**src/rtl/main_control_fsm.sv**
```systemverilog
// Multicycle MIPS main controller: sequences fetch/decode/execute states per opcode
// and drives datapath selects and write enables from registered state outputs.
module main_control_fsm #(
   parameter logic [5:0] OP_RTYPE = 6'h00,
   parameter logic [5:0] OP_LW    = 6'h23,
   parameter logic [5:0] OP_SW    = 6'h2B,
   parameter logic [5:0] OP_BEQ   = 6'h04,
   parameter logic [5:0] OP_J     = 6'h02,
   parameter logic [5:0] OP_ADDI  = 6'h08
) (
   input  logic       clk,
   input  logic       reset,
   input  logic [5:0] Opcode,
   output logic       PCWrite,
   output logic       PCWriteCond,
   output logic       IorD,
   output logic       MemRead,
   output logic       MemWrite,
   output logic       MemtoReg,
   output logic       IRWrite,
   output logic [1:0] PCSource,
   output logic [1:0] AluOp,
   output logic       AluSrcA,
   output logic [1:0] AluSrcB,
   output logic       RegWrite,
   output logic       RegDst,
   output logic       InstrDone,
   output logic       IllegalOp,
   output logic [3:0] State
);

   typedef enum logic [3:0] {
      FETCH  = 4'd0,
      DECODE = 4'd1,
      MEMADR = 4'd2,
      MEMRD  = 4'd3,
      MEMWB  = 4'd4,
      MEMWR  = 4'd5,
      EXEC   = 4'd6,
      RWB    = 4'd7,
      BRANCH = 4'd8,
      JUMP   = 4'd9,
      ADDIEX = 4'd10,
      ADDIWB = 4'd11
   } stateT;

   typedef struct packed {
      logic       pcWrite;
      logic       pcWriteCond;
      logic       iorD;
      logic       memRead;
      logic       memWrite;
      logic       memtoReg;
      logic       irWrite;
      logic [1:0] pcSource;
      logic [1:0] aluOp;
      logic       aluSrcA;
      logic [1:0] aluSrcB;
      logic       regWrite;
      logic       regDst;
      logic       instrDone;
   } ctrlT;

   stateT      state;
   ctrlT       ctrl;
   logic [5:0] latchedOp;
   logic       illegal;

   function automatic logic isKnownOp(input logic [5:0] op);
      isKnownOp = (op == OP_LW) || (op == OP_SW) || (op == OP_RTYPE) ||
                  (op == OP_BEQ) || (op == OP_J) || (op == OP_ADDI);
   endfunction

   function automatic stateT nextOf(input stateT s, input logic [5:0] op,
                                    input logic [5:0] lop);
      nextOf = FETCH;
      case (s)
         FETCH:  nextOf = DECODE;
         DECODE: begin
            if (op == OP_LW || op == OP_SW) nextOf = MEMADR;
            else if (op == OP_RTYPE)        nextOf = EXEC;
            else if (op == OP_BEQ)          nextOf = BRANCH;
            else if (op == OP_J)            nextOf = JUMP;
            else if (op == OP_ADDI)         nextOf = ADDIEX;
            else                            nextOf = FETCH;
         end
         // Live Opcode may already have moved on; only the latched copy is trusted here.
         MEMADR: nextOf = (lop == OP_LW) ? MEMRD : MEMWR;
         MEMRD:  nextOf = MEMWB;
         EXEC:   nextOf = RWB;
         ADDIEX: nextOf = ADDIWB;
         default: nextOf = FETCH;
      endcase
   endfunction

   function automatic ctrlT wordOf(input stateT s);
      wordOf = '0;
      case (s)
         FETCH: begin
            wordOf.memRead  = 1'b1;
            wordOf.irWrite  = 1'b1;
            wordOf.pcWrite  = 1'b1;
            wordOf.aluSrcB  = 2'b01;
         end
         DECODE: wordOf.aluSrcB = 2'b11;
         MEMADR, ADDIEX: begin
            wordOf.aluSrcA = 1'b1;
            wordOf.aluSrcB = 2'b10;
         end
         MEMRD: begin
            wordOf.memRead = 1'b1;
            wordOf.iorD    = 1'b1;
         end
         MEMWB: begin
            wordOf.regWrite  = 1'b1;
            wordOf.memtoReg  = 1'b1;
            wordOf.instrDone = 1'b1;
         end
         MEMWR: begin
            wordOf.memWrite  = 1'b1;
            wordOf.iorD      = 1'b1;
            wordOf.instrDone = 1'b1;
         end
         EXEC: begin
            wordOf.aluSrcA = 1'b1;
            wordOf.aluOp   = 2'b10;
         end
         RWB: begin
            wordOf.regWrite  = 1'b1;
            wordOf.regDst    = 1'b1;
            wordOf.instrDone = 1'b1;
         end
         BRANCH: begin
            wordOf.aluSrcA     = 1'b1;
            wordOf.aluOp       = 2'b01;
            wordOf.pcWriteCond = 1'b1;
            wordOf.pcSource    = 2'b01;
            wordOf.instrDone   = 1'b1;
         end
         JUMP: begin
            wordOf.pcWrite   = 1'b1;
            wordOf.pcSource  = 2'b10;
            wordOf.instrDone = 1'b1;
         end
         ADDIWB: begin
            wordOf.regWrite  = 1'b1;
            wordOf.instrDone = 1'b1;
         end
         default: wordOf = '0;
      endcase
   endfunction

   // Control word is registered alongside the state, so it is a pure function of the state register.
   always_ff @(posedge clk) begin
      if (reset) begin
         state     <= FETCH;
         ctrl      <= wordOf(FETCH);
         latchedOp <= '0;
         illegal   <= 1'b0;
      end else begin
         state <= nextOf(state, Opcode, latchedOp);
         ctrl  <= wordOf(nextOf(state, Opcode, latchedOp));
         if (state == DECODE) begin
            latchedOp <= Opcode;
            if (!isKnownOp(Opcode)) illegal <= 1'b1;
         end
      end
   end

   assign PCWrite     = ctrl.pcWrite;
   assign PCWriteCond = ctrl.pcWriteCond;
   assign IorD        = ctrl.iorD;
   assign MemRead     = ctrl.memRead;
   assign MemWrite    = ctrl.memWrite;
   assign MemtoReg    = ctrl.memtoReg;
   assign IRWrite     = ctrl.irWrite;
   assign PCSource    = ctrl.pcSource;
   assign AluOp       = ctrl.aluOp;
   assign AluSrcA     = ctrl.aluSrcA;
   assign AluSrcB     = ctrl.aluSrcB;
   assign RegWrite    = ctrl.regWrite;
   assign RegDst      = ctrl.regDst;
   assign InstrDone   = ctrl.instrDone;
   assign IllegalOp   = illegal;
   assign State       = state;

endmodule

```
**config.mk**
```make
export PLATFORM = sky130hd
export DESIGN_NAME = main_control_fsm
export DESIGN_NICKNAME = d
export VERILOG_FILES = /design/src/rtl/main_control_fsm.sv
export SDC_FILE = /design/constraint.sdc
export NUM_CORES = 1
export LEC_CHECK = 0
export BUFFER_PORTS_ARGS = -buffer_cell sky130_fd_sc_hd__buf_2
export CAP_MARGIN = 20
export CORE_MARGIN = 2
export CORE_UTILIZATION = 53
export CTS_BUF_LIST = sky130_fd_sc_hd__clkbuf_4 sky130_fd_sc_hd__clkbuf_8
export CTS_CLUSTER_SIZE = 25
export DETAILED_ROUTE_END_ITERATION = 8
export HOLD_SLACK_MARGIN = 0.15
export PLACE_DENSITY = 0.78
export SLEW_MARGIN = 15
export SYNTH_ARGS = -nofsm -noshare
export SYNTH_HDL_FRONTEND = slang
export SYNTH_SLANG_ARGS = --single-unit
```
**constraint.sdc**
```tcl
create_clock -name clk -period 1.98 [get_ports clk]
set_input_delay 0.099 -clock clk [delete_from_list [all_inputs] [get_ports clk]]
set_output_delay 0.099 -clock clk [all_outputs]
set_load 0.02 [all_outputs]
```
### Word-level counts from Yosys, hierarchy flattened

Cells that the tools add are included.

| word-level totals | value |
|---|---|
| word-level logic and storage cells | 78 |
| input bits | 8 |
| output and inout port bits | 22 |
| register bits | 28 |

| cells by class | value |
|---|---|
| reductions and logical operators | 16 |
| muxes and demuxes | 22 |
| bitwise operators | 1 |
| equality and inequality tests | 22 |

Operators by type and width:

| operator | number |
|---|---|
| $mux W4 | 6 |
| $pmux W4 S6 | 1 |
| $eq A4 B3 Y1 const B | 5 |
| $eq A4 B4 Y1 const B | 5 |
| $eq A6 B6 Y1 const B | 3 |
| $eq A4 B2 Y1 const B | 4 |
| $mux W1 | 11 |
| $eq A4 B1 Y1 const B | 2 |
| $logic_not A4 Y1 | 2 |
| $pmux W2 S2 | 2 |
| $reduce_or A2 Y1 | 4 |
| $eq A6 B2 Y1 const B | 1 |
| $eq A6 B3 Y1 const B | 1 |
| $eq A6 B4 Y1 const B | 1 |
| $logic_not A6 Y1 | 1 |
| $pmux W2 S3 | 1 |
| $reduce_or A6 Y1 | 1 |
| $logic_or A1 B1 Y1 | 5 |
| $reduce_or A4 Y1 | 1 |
| $mux W3 | 1 |
| $reduce_or A3 Y1 | 1 |
| $reduce_and A2 Y1 | 1 |
| $not A1 Y1 | 1 |

### Longest topological paths before layout

Gate-level depths: netlist of the first run.

| depth | value |
|---|---|
| depth in word-level cells | 11 |
| gate-level depth with buffers | 7 |
| depth with buffers taken out | 5 |

### Least setup slack after synthesis of the first run

No wires, ideal clock.

| path | value |
|---|---|
| kind | flip-flop to flip-flop |
| start | register state[2], in the netlist State[2] |
| end | register ctrl (netlist bit PCWrite) |
| clock period less this slack | 1.778 ns |
| cell stages (with the launch flop) | 8 |
| required time | 1.860 ns |
| path buffers | 2 |
| arrival | 1.658 ns |
| setup slack | 0.202 ns |
| setup time | 0.120 ns |
| cells stage by stage | dfxtp_1 buf_2 or2_4 nor3b_2 a31oi_1 and2_1 buf_2 a211o_1 |

| between the ends | value |
|---|---|
| word-level cells in the longest chain between the ends | 6 |
| elaborated cells between the ends (all ways) | 12 |
| classes of those cells | eq/ne (6); mux (3); reduce/logical (3) |

RTL lines:

| item | line | RTL |
|---|---|---|
| from (decl) | 64 | `stateT state;` |
| from (signal assigned) | 161 | `state <= nextOf(state, Opcode, latchedOp);` |
| $eq A4 B4 Y1, or another cell as far along | 77 | `case (s)` |
| $pmux W4 S6 * | 77 |  |
| $mux W4 * | 155 | `if (reset) begin` |
| $eq A4 B4 Y1 / $logic_not A4 Y1 (equally long branches) | 98 | `case (s)` |
| $reduce_or A2 Y1 (no line) * | -- |  |
| $mux W1 * | 98 |  |
| to (signal assigned) | 157 | `ctrl <= wordOf(FETCH);` |
| to (signal assigned) | 162 | `ctrl <= wordOf(nextOf(state, Opcode, latchedOp));` |
| to (decl) | 65 | `ctrlT ctrl;` |

Mark *: on every way between the ends. The rest lies on a longest branch, timed or not. The select of a mux whose other input is x is not followed.
A chain may end at the register's enable or synchronous reset.

### Worst setup path in the final report of the first run

| path | value |
|---|---|
| start | input port Opcode[2] |
| end | register ctrl (netlist bit IorD) |

| between the ends | value |
|---|---|
| word-level cells in the longest chain between the ends | 11 |
| elaborated cells between the ends (all ways) | 18 |
| classes of those cells | eq/ne (7); mux (8); reduce/logical (3) |

RTL lines:

| item | line | RTL |
|---|---|---|
| from (decl) | 13 | `input logic [5:0] Opcode,` |
| $eq A6 B4 Y1 | 84 | `else if (op == OP_ADDI) nextOf = ADDIEX;` |
| $mux W4 | 84 |  |
| $mux W4 | 83 | `else if (op == OP_J) nextOf = JUMP;` |
| $mux W4 | 82 | `else if (op == OP_BEQ) nextOf = BRANCH;` |
| $mux W4 | 81 | `else if (op == OP_RTYPE) nextOf = EXEC;` |
| $mux W4 * | 80 | `if (op == OP_LW \|\| op == OP_SW) nextOf = MEMADR;` |
| $pmux W4 S6 * | 77 |  |
| $mux W4 * | 155 |  |
| $eq A4 B2 Y1 / $eq A4 B3 Y1 (equally long branches) | 98 |  |
| $reduce_or A2 Y1 (no line) * | -- |  |
| $mux W1 * | 98 |  |

Marks and branches as above.

==> impl_metrics.tcl, run 1 <==
set metrics [dict create \
    post-route-min-period_ns 1.890 \
    core_um2 2002 \
    ys_types 44 \
    cts_sinks 26 \
    grt_pass1_wl_mm 3.974 \
    grt_antenna_before_repair 0 \
    first_global_vias 911 \
    slew_headroom 0.7073 \
    cp_max_fo 7 \
    synth-xor-area-share 0.007709 \
    r2r_end "PCWrite" \
    drc_errors 0 \
    worst_pin_slew_ns 0.4345 \
    syn_area_um2 1136 \
    fmax_mhz 529.2 \
    drt-pass1-iter-count 4 \
    cp.arrival_ns 2.12 \
    gp_congestion 0.8279 \
    fin_worst_skew_ns 0.002592 \
    worst_setup_path_start_kind "input port" \
    power.density_nw_per_um2 754.8 \
    drtIter0Drc 25 \
    criticalPathCategory "input port to flip-flop" \
    path_cells "dlygate4sd3_1, buf_2, nor2_1, a41oi_1, a2111o_1, or2_1, o32ai_2" \
    synth.area.mux_share 0.009912 \
    synth.net_count 136 \
    p_leak_nw 0.5996 \
    yosysWarnings 0 \
    maxCapViolCount 0 \
    grt_use_total 0.2043 \
    slew_viol_final 0 \
    intPower_uw 804.6 \
    clkLatencyLatePin_ns 0.30 \
    antennaDiodeCount 0 \
    initial_utilization 0.5675 \
    reg2reg_depth 5 \
    wl_per_cell_um 12.84 \
    synth_area_per_cell_um2 8.876 \
    placement.io_buffers 29 \
    fin_nets 167 \
    ys_ff_latch 26 \
    dp_hpwl_mm 1.713 \
    fin_util 0.6881 \
    slowest_stage "dlygate4sd3_1" \
    dp.cells 175 \
    status "completed" \
    hp-start "reset" \
    synth_top_family_by_area "simple AND/OR/NAND/NOR gates" \
    drive_above_1_share 0.2785 \
    areaGrowthSynthToFinish_pct 21.26 \
    p_sw_uw 235.2 \
    layoutNonFillerInstCount 185 \
    cts_tree "built" \
    required_ns 2.21 \
    clk_path_buf_depth 2 \
    worst_slack_ns 0.09033 \
    vias 1018 \
    r2r_start "State[2]" \
    tns_ns 0 \
    cp_slowest_stage_delay_ns 0.54 \
    rows 16 \
    synth.largest_area_cell "dfxtp_1" \
    vdd_drop_max_mv 0.6010 \
    multi_input_area_um2 546.8 \
    synthCells 128 \
    synth_compound_area_frac 0.2137 \
    worstSetupEndpoint "IorD" \
    drt-total-wl_mm 2.376 \
    dp_slack_ns 0.2794 \
    root_buffer "clkbuf_4" \
    synth_seq_area_share 0.4581 \
    nFillCells 175 \
    die_area_um2 2530 \
    hp-class "input port to flip-flop" \
    synth_top_area_share 0.4581 \
    critPathLaunch "Opcode[2]" \
    ant_nets 0 \
    io_pins 30 \
    viasPerCell 5.503 \
    min_period_over_period 0.9544 \
    regToRegSetupSlack_ns 0.26 \
    synthSimpleGateAreaFrac 0.2500 \
    switching_share 0.2262 \
    endpoint_kind "flip-flop" \
    cts_made_buffers 3 \
    setup_viol 0 \
    dieHeight_um 50.30 \
    p_clk_frac 0.335 \
    seqPwrFrac 0.533 \
    synthTopCellsByArea "dfxtp_1 46%, nand2_1 5.9%, a21oi_1 4.4%, nor2_1 4.3%, a21o_1 2.0%" \
    clk_pin_slew_worst_paths_ns 0.13 \
    grt_overflow 0 \
    h-tree-depth 1 \
    synth_adder_area_share 0 \
    die_x_um 50.30 \
    regArea_um2 520.5 \
    rsz0062_at_grt "false" \
    report.final.hold_viol_count 0 \
    p_comb_frac 0.131 \
    grt_max_degree 21 \
]
metal layers:
| metal | global-route usage | up-vias | routed length (um) |
|---|---|---|---|
| met5 | 0 | - | 0 |
| met4 | 0.06306 | 0 | 14 |
| met3 | 0.02976 | 2 | 144 |
| met2 | 0.3750 | 41 | 1250 |
| met1 | 0.2434 | 465 | 967 |
| li1 | - | 510 | - |
how the worst min path moves through the flow:
stage | end | slack (ns) | cells after the start
after floorplan | latchedOp[2] | 0.23 | 2
after global placement | latchedOp[3] | 0.40 | 3
after detailed placement | latchedOp[3] | 0.42 | 3
after CTS | AluSrcA | 0.16 | 2
after global routing | AluSrcA | 0.16 | 2
final | AluSrcA | 0.16 | 2
layout make-up:
cell class / count / share of cell area
clock buffer: 3 / 0.01635
clock inverter: 1 / 0.02180
inverter: 3 / 0.008174
multi-input combinational: 89 / 0.3969
sequential: 26 / 0.3778
tap: 27 / 0.02452
timing repair buffer: 36 / 0.1544
cells by family after synthesis:
| logic type | Yosys count |
|---|---|
| multiplexers | 1 |
| XOR/XNOR | 1 |
| AO/OA/AOI/OAI | 33 |
| buffers and inverters | 13 |
| flip-flops | 26 |
| AND/OR/NAND/NOR | 54 |
flip-flops by register name (all words and copies together) (netlist names):
signal     cells
MemWrite       1
InstrDone      1
RegWrite       1
RegDst         1
latchedOp      6
IorD           1
AluOp          1
MemtoReg       1
AluSrcB        2
State          4
IRWrite        1
PCSource       2
MemRead        1
AluSrcA        1
IllegalOp      1
PCWrite        1
power by group through the flow:
stage	clock network [mW]	logic, mW	registers (mW)
6_report	0.349	0.137	0.554
5_1_grt	0.378	0.149	0.557
4_1_cts	0.355	0.136	0.555
3_5_place_dp	0	0.127	0.566
3_3_place_gp	0	0.124	0.565
2_1_floorplan	0	0.0726	0.579
stage by stage:
step | hold slack (ns) | total power, mW | instance area [um^2]
floorplan | 0.2350 | 0.6517 | 1136
global placement | 0.3968 | 0.6895 | 1265
detailed placement | 0.4151 | 0.6929 | 1265
CTS | 0.1555 | 1.046 | 1378
global route | 0.1607 | 1.084 | 1378
finish | 0.1630 | 1.040 | 1378
repair_timing:
item,in CTS,in global routing
hold endpoints to repair,6,0
hold buffers,6,0
buffers inserted,0,0
gates resized for setup,0,0
critical path: cells and delay by family:
family	cells	cell delay (ns)
compound gates	3	0.77
buf+inv	2	0.71
simple gates	2	0.56
cells in the final DEF (no fill, tap or decap), types with 2 or more instances in the layout:
master	count
a211o_1	2
nor3b_1	2
inv_1	3
a21oi_1	10
a31oi_1	2
nand2_1	18
a21o_1	3
nor3_1	4
o21ai_0	2
a211oi_1	2
nand3_1	2
buf_2	29
a31o_2	2
nand2b_1	3
nor2_1	13
dlygate4sd3_1	6
clkbuf_4	3
dfxtp_1	26
cells in the mapped netlist, drive strengths merged:
cell type   n
nor2       13
buf         6
nand3       2
o21ai       2
and2        1
nor4        1
nor2b       1
nand2b      3
nor3b       3
o32ai       2
a211o       2
o211ai      1
a211oi      2
or3         1
nand2      18
o21a        1
a21boi      1
a41oi       1
nand4b      1
mux2        1
xor2        1
nand4bb     1
or3b        1
a2111oi     1
a31o        2
nor3        5
a2111o      1
inv         3
o31a        1
dfxtp      26
a21oi      10
a31oi       3
a21o        3
clkbuf      4
or2         3
Power figures use the tool's default switching activity.
==> run 2, diff against run 1 <==
- ABC_AREA: default -> 1
- CORE_UTILIZATION: 53 -> 52
==> impl_metrics.tcl, run 2 <==
set metrics [dict create \
    cts_sinks 26 \
    nFillCells 174 \
    min_period_over_period 0.7674 \
    vdd_drop_max_mv 0.4840 \
    report.final.hold_viol_count 0 \
    synthCells 137 \
    dieHeight_um 48.83 \
    synth.net_count 145 \
    die_x_um 48.83 \
    first_global_vias 925 \
    areaGrowthSynthToFinish_pct 23.83 \
    gp_congestion 0.8253 \
    maxCapViolCount 0 \
    setup_viol 0 \
    drtIter0Drc 30 \
    worst_setup_path_start_kind "flip-flop" \
    required_ns 2.19 \
    core_um2 1922 \
    rsz0062_at_grt "false" \
    tns_ns 0 \
    grt_antenna_before_repair 0 \
    hp-class "flip-flop to flip-flop" \
    synth_top_area_share 0.4982 \
    synth_edf_count 0 \
    cts_made_buffers 3 \
    ys_ff_latch 26 \
    viasPerCell 4.990 \
    power.density_nw_per_um2 737.2 \
    dp_hpwl_mm 1.745 \
    drt-pass1-iter-count 4 \
    fin_worst_skew_ns 0.005694 \
    endpoint_kind "flip-flop" \
    largest_register_ff_count 6 \
    io_pins 30 \
    synth.most_common_cell "nor2_1" \
    worst_slack_ns 0.4605 \
    root_buffer "clkbuf_4" \
    regArea_um2 520.5 \
    synth_area_per_cell_um2 7.626 \
    die_area_um2 2384 \
    synthTopCellsByArea "dfxtp_1 50%, nor2_1 10%, nand3_1 7.2%, inv_1 6.5%, nand2_1 6.5%" \
    clk_path_buf_depth 2 \
    holdWs_ns 0.4820 \
    cts_tree "built" \
    grt_use_total 0.2028 \
    h-tree-depth 1 \
    post-route-min-period_ns 1.519 \
    clkLatencyLatePin_ns 0.32 \
    drt-total-wl_mm 2.218 \
    syn_area_um2 1045 \
    worst_pin_slew_ns 0.3160 \
    p_total_uw 953.7 \
    rows 16 \
    vias 993 \
    cp.arrival_ns 1.73 \
    wl_per_cell_um 11.15 \
    criticalPathCategory "flip-flop to flip-flop" \
    ys.flop_type "dfxtp_1" \
    synthTopCellsByCount "29 x nor2_1, 26 x dfxtp_1, 18 x inv_1, 18 x nand2_1, 15 x nand3_1" \
    ctsResizeCount 0 \
    fmax_mhz 658.1 \
    mostFrequentLayoutCells "29 x nor2_1, 29 x buf_2, 26 x dfxtp_1, 18 x inv_1, 18 x nand2_1" \
    slew_headroom 0.7891 \
    yosysWarnings 0 \
    grt_pass1_wl_mm 3.670 \
    top_register "latchedOp" \
    status "completed" \
    multi_input_area_um2 416.7 \
    grt_overflow 0 \
    initial_utilization 0.5436 \
    ant_nets 0 \
    dp_slack_ns 0.4826 \
    p_leak_nw 0.6919 \
    async_reset_ff_frac 0 \
    synth_seq_area_share 0.4982 \
    cp_max_fo 12 \
    placement.io_buffers 29 \
    clk_pin_slew_worst_paths_ns 0.13 \
    drive_above_1_share 0.2500 \
    ys_types 17 \
    slew_viol_final 0 \
    drc_errors 0 \
    antennaDiodeCount 0 \
    fin_nets 181 \
    grt_max_degree 15 \
    synth.largest_area_cell "dfxtp_1" \
]
run 2: cell type report:
class,instances,share of cell area
inverters,19,0.05513
flip-flops and latches,26,0.4023
clock buffers,4,0.02805
repair buffers,36,0.1663
multi-input cells,87,0.3221
well taps,27,0.02611
run 2: what timing repair did:
action | CTS | global route
buffers inserted | 0 | 0
endpoints found under the hold margin | 15 | 0
hold buffers | 7 | 0
run 2: cells by family after synthesis:
| kind of cell | share of synthesized area |
|---|---|
| buf+inv | 0.1030 |
| compound gates | 0.09462 |
| flops | 0.4982 |
| simple gates | 0.3042 |
run 2: routing by layer:
metal | wire length, um | track usage | share of wire
met1 | 879 | 0.2087 | 0.40
met2 | 1174 | 0.3790 | 0.53
met3 | 115 | 0.03988 | 0.052
met4 | 48 | 0.1143 | 0.022
met5 | 0 | 0 | 0
run 2: final timing paths:
kind / cells past startpoint / end / slack, ns / startpoint
setup / recovery: 8 / MemRead / 0.46 / State[2]
hold / removal: 2 / latchedOp[5] / 0.48 / latchedOp[5]
setup reg to reg: 8 / MemRead / 0.46 / State[2]
hold reg to reg: 2 / latchedOp[5] / 0.48 / latchedOp[5]
run 2: metrics by stage:
stage / cells / util / area, um^2
floorplan: 137 / - / 1045
global placement: 188 / 0.6178 / 1187
detailed placement: 188 / 0.6178 / 1187
CTS: 199 / 0.6732 / 1294
global route: 199 / 0.6732 / 1294
finish: 199 / 0.6732 / 1294
run 2: power breakdown:
part / switching [mW] / internal, mW
logic: 0.0829 / 0.0473
registers: 0.0114 / 0.549
clock network: 0.150 / 0.113
run 2: worst max-delay path, cell delays in order, from the launching register on:
cell and delay (ns):
dfxtp_1 0.36, nor2_2 0.19, nand3_2 0.16, inv_2 0.21, nand2_1 0.13, nand3_1 0.12, nor2_2 0.07, nand2_2 0.09
nand3_1 0.07
==> run 3, diff against run 2 <==
- clock period: 1.98 -> 1.57 ns (I/O delays scaled with it)
==> impl_metrics.tcl, run 3 (synthesized netlist as in run 2, its figures left out) <==
set metrics [dict create \
    r2r_start "State[1]" \
    hold_depth 2 \
    fin_nets 181 \
    clk_pin_slew_worst_paths_ns 0.13 \
    p_total_mw 1.205 \
    maxCapViolCount 0 \
    post-route-min-period_ns 1.433 \
    slew_headroom 0.7889 \
    setup_viol 0 \
    placement.io_buffers 29 \
    worst_pin_slew_ns 0.3162 \
    grt_pass1_wl_mm 3.670 \
    drtIter0Drc 23 \
    ant_nets 0 \
    fin_util 0.6823 \
    top_register "latchedOp" \
    clk_path_buf_depth 2 \
    slew_viol_final 0 \
    antennaDiodeCount 0 \
    p_sw_uw 308.4 \
    r2r_end "MemRead" \
    dp_hpwl_mm 1.745 \
    largest_register_ff_count 6 \
    h-tree-depth 1 \
    cts_sinks 26 \
    grt_util_met3 0.03988 \
    clkLatencyLatePin_ns 0.32 \
    tns_ns 0 \
    fin_worst_skew_ns 0.003391 \
    cp.arrival_ns 1.64 \
    wl_per_cell_um 11.21 \
    grtUsageMet2 0.3790 \
    intPower_uw 896.4 \
    drt-total-wl_mm 2.230 \
    busiest_layer "met2" \
    initial_utilization 0.5436 \
    endpoint_kind "flip-flop" \
    grt_overflow 0 \
    areaGrowthSynthToFinish_pct 25.51 \
    die_x_um 48.83 \
    gp_congestion 0.8253 \
    first_global_vias 925 \
    mostFrequentLayoutCells "29 x buf_2, 28 x nor2_1, 26 x dfxtp_1, 18 x inv_1, 18 x nand2_1" \
    cp_slowest_stage_delay_ns 0.39 \
    die_area_um2 2384 \
    path_cells "inv_1, nor2_2, nand2_1, nor2_1, nor2_1, nand2_1, nor2_2, nand2_2, nand3_1" \
    root_buffer "clkbuf_4" \
    required_ns 1.78 \
    hp-class "flip-flop to flip-flop" \
    viasPerCell 4.970 \
    drt-pass1-iter-count 4 \
    dieHeight_um 48.83 \
    fmax_mhz 697.9 \
    min_period_over_period 0.9127 \
    p_clk_frac 0.273 \
    nFillCells 171 \
    slowest_stage "dfxtp_1" \
    worstHoldEndpoint "latchedOp[5]" \
    rows 16 \
    p_leak_nw 0.6951 \
    status "completed" \
    io_pins 30 \
    switching_share 0.2560 \
    drive_above_1_share 0.2558 \
    layout_commonest_cell "buf_2" \
    cp_max_fo 4 \
    multi_input_area_um2 431.7 \
    vias 989 \
    criticalPathCategory "flip-flop to flip-flop" \
    power.density_nw_per_um2 918.8 \
    p_comb_frac 0.139 \
    cts_tree "built" \
    rsz0062_at_grt "false" \
    grt_max_degree 15 \
    regToRegSetupSlack_ns 0.14 \
    vdd_drop_max_mv 0.6137 \
    worst_setup_path_start_kind "flip-flop" \
    seqPwrFrac 0.588 \
    grt_antenna_before_repair 0 \
    hp-start "latchedOp[5]" \
    grt_use_total 0.2028 \
    cts_made_buffers 3 \
    reg2reg_depth 9 \
    report.final.hold_viol_count 0 \
    met1_usage 0.2087 \
    regArea_um2 520.5 \
    drc_errors 0 \
    core_um2 1922 \
]
run 3: final cells by class:
type | count | area share
flip-flops and latches | 26 | 0.3969
multi-input cells | 87 | 0.3292
clock buffers | 4 | 0.02767
inverters | 19 | 0.05630
well taps | 27 | 0.02576
repair buffers | 36 | 0.1641
run 3: timing repair:
action | in CTS | in global routing
buffers inserted | 0 | 0
hold buffers | 7 | 0
endpoints found under the hold margin | 15 | 0
setup endpoints to repair | 0 | 8
resized for setup | 0 | 4
run 3: critical path: cells and delay by family (launching register included):
family,cells,cell delay (ns)
buffers and inverters,1,0.10
DFF,1,0.39
and+or+nand+nor,8,0.83
run 3: through the flow:
stage                     setup slack (ns)  hold slack (ns)  instances  cell area (um^2)
after floorplan                     0.2027           0.2268        137              1045
after global placement              0.1763           0.3702        188              1187
after detailed placement           0.07257           0.3694        188              1187
after CTS                          0.04639           0.4926        199              1294
after global routing               0.01389           0.5255        199              1311
final                               0.1370           0.4870        199              1311
run 3: how the worst max path moves through the flow:
stage	depth (start not counted)	to	slack, ns	from
finish	9	MemRead	0.14	State[1]
global route	10	MemRead	0.01	Opcode[0]
CTS	8	MemRead	0.05	State[2]
detailed placement	8	MemRead	0.07	State[2]
global placement	8	PCWrite	0.18	State[2]
floorplan	9	AluSrcB[0]	0.20	State[1]
run 3: power groups by stage:
stage	Clock, mW	Sequential (mW)	Combinational [mW]
after global placement	0	0.721	0.146
final	0.329	0.708	0.168
after floorplan	0	0.744	0.0850
after detailed placement	0	0.722	0.151
after global routing	0.369	0.713	0.188
after CTS	0.343	0.708	0.165
run 3: metal layers:
layer / up-vias / wire [um]
li1: 499 / -
met1: 448 / 897
met2: 37 / 1164
met3: 5 / 117
met4: 0 / 50
met5: - / 0
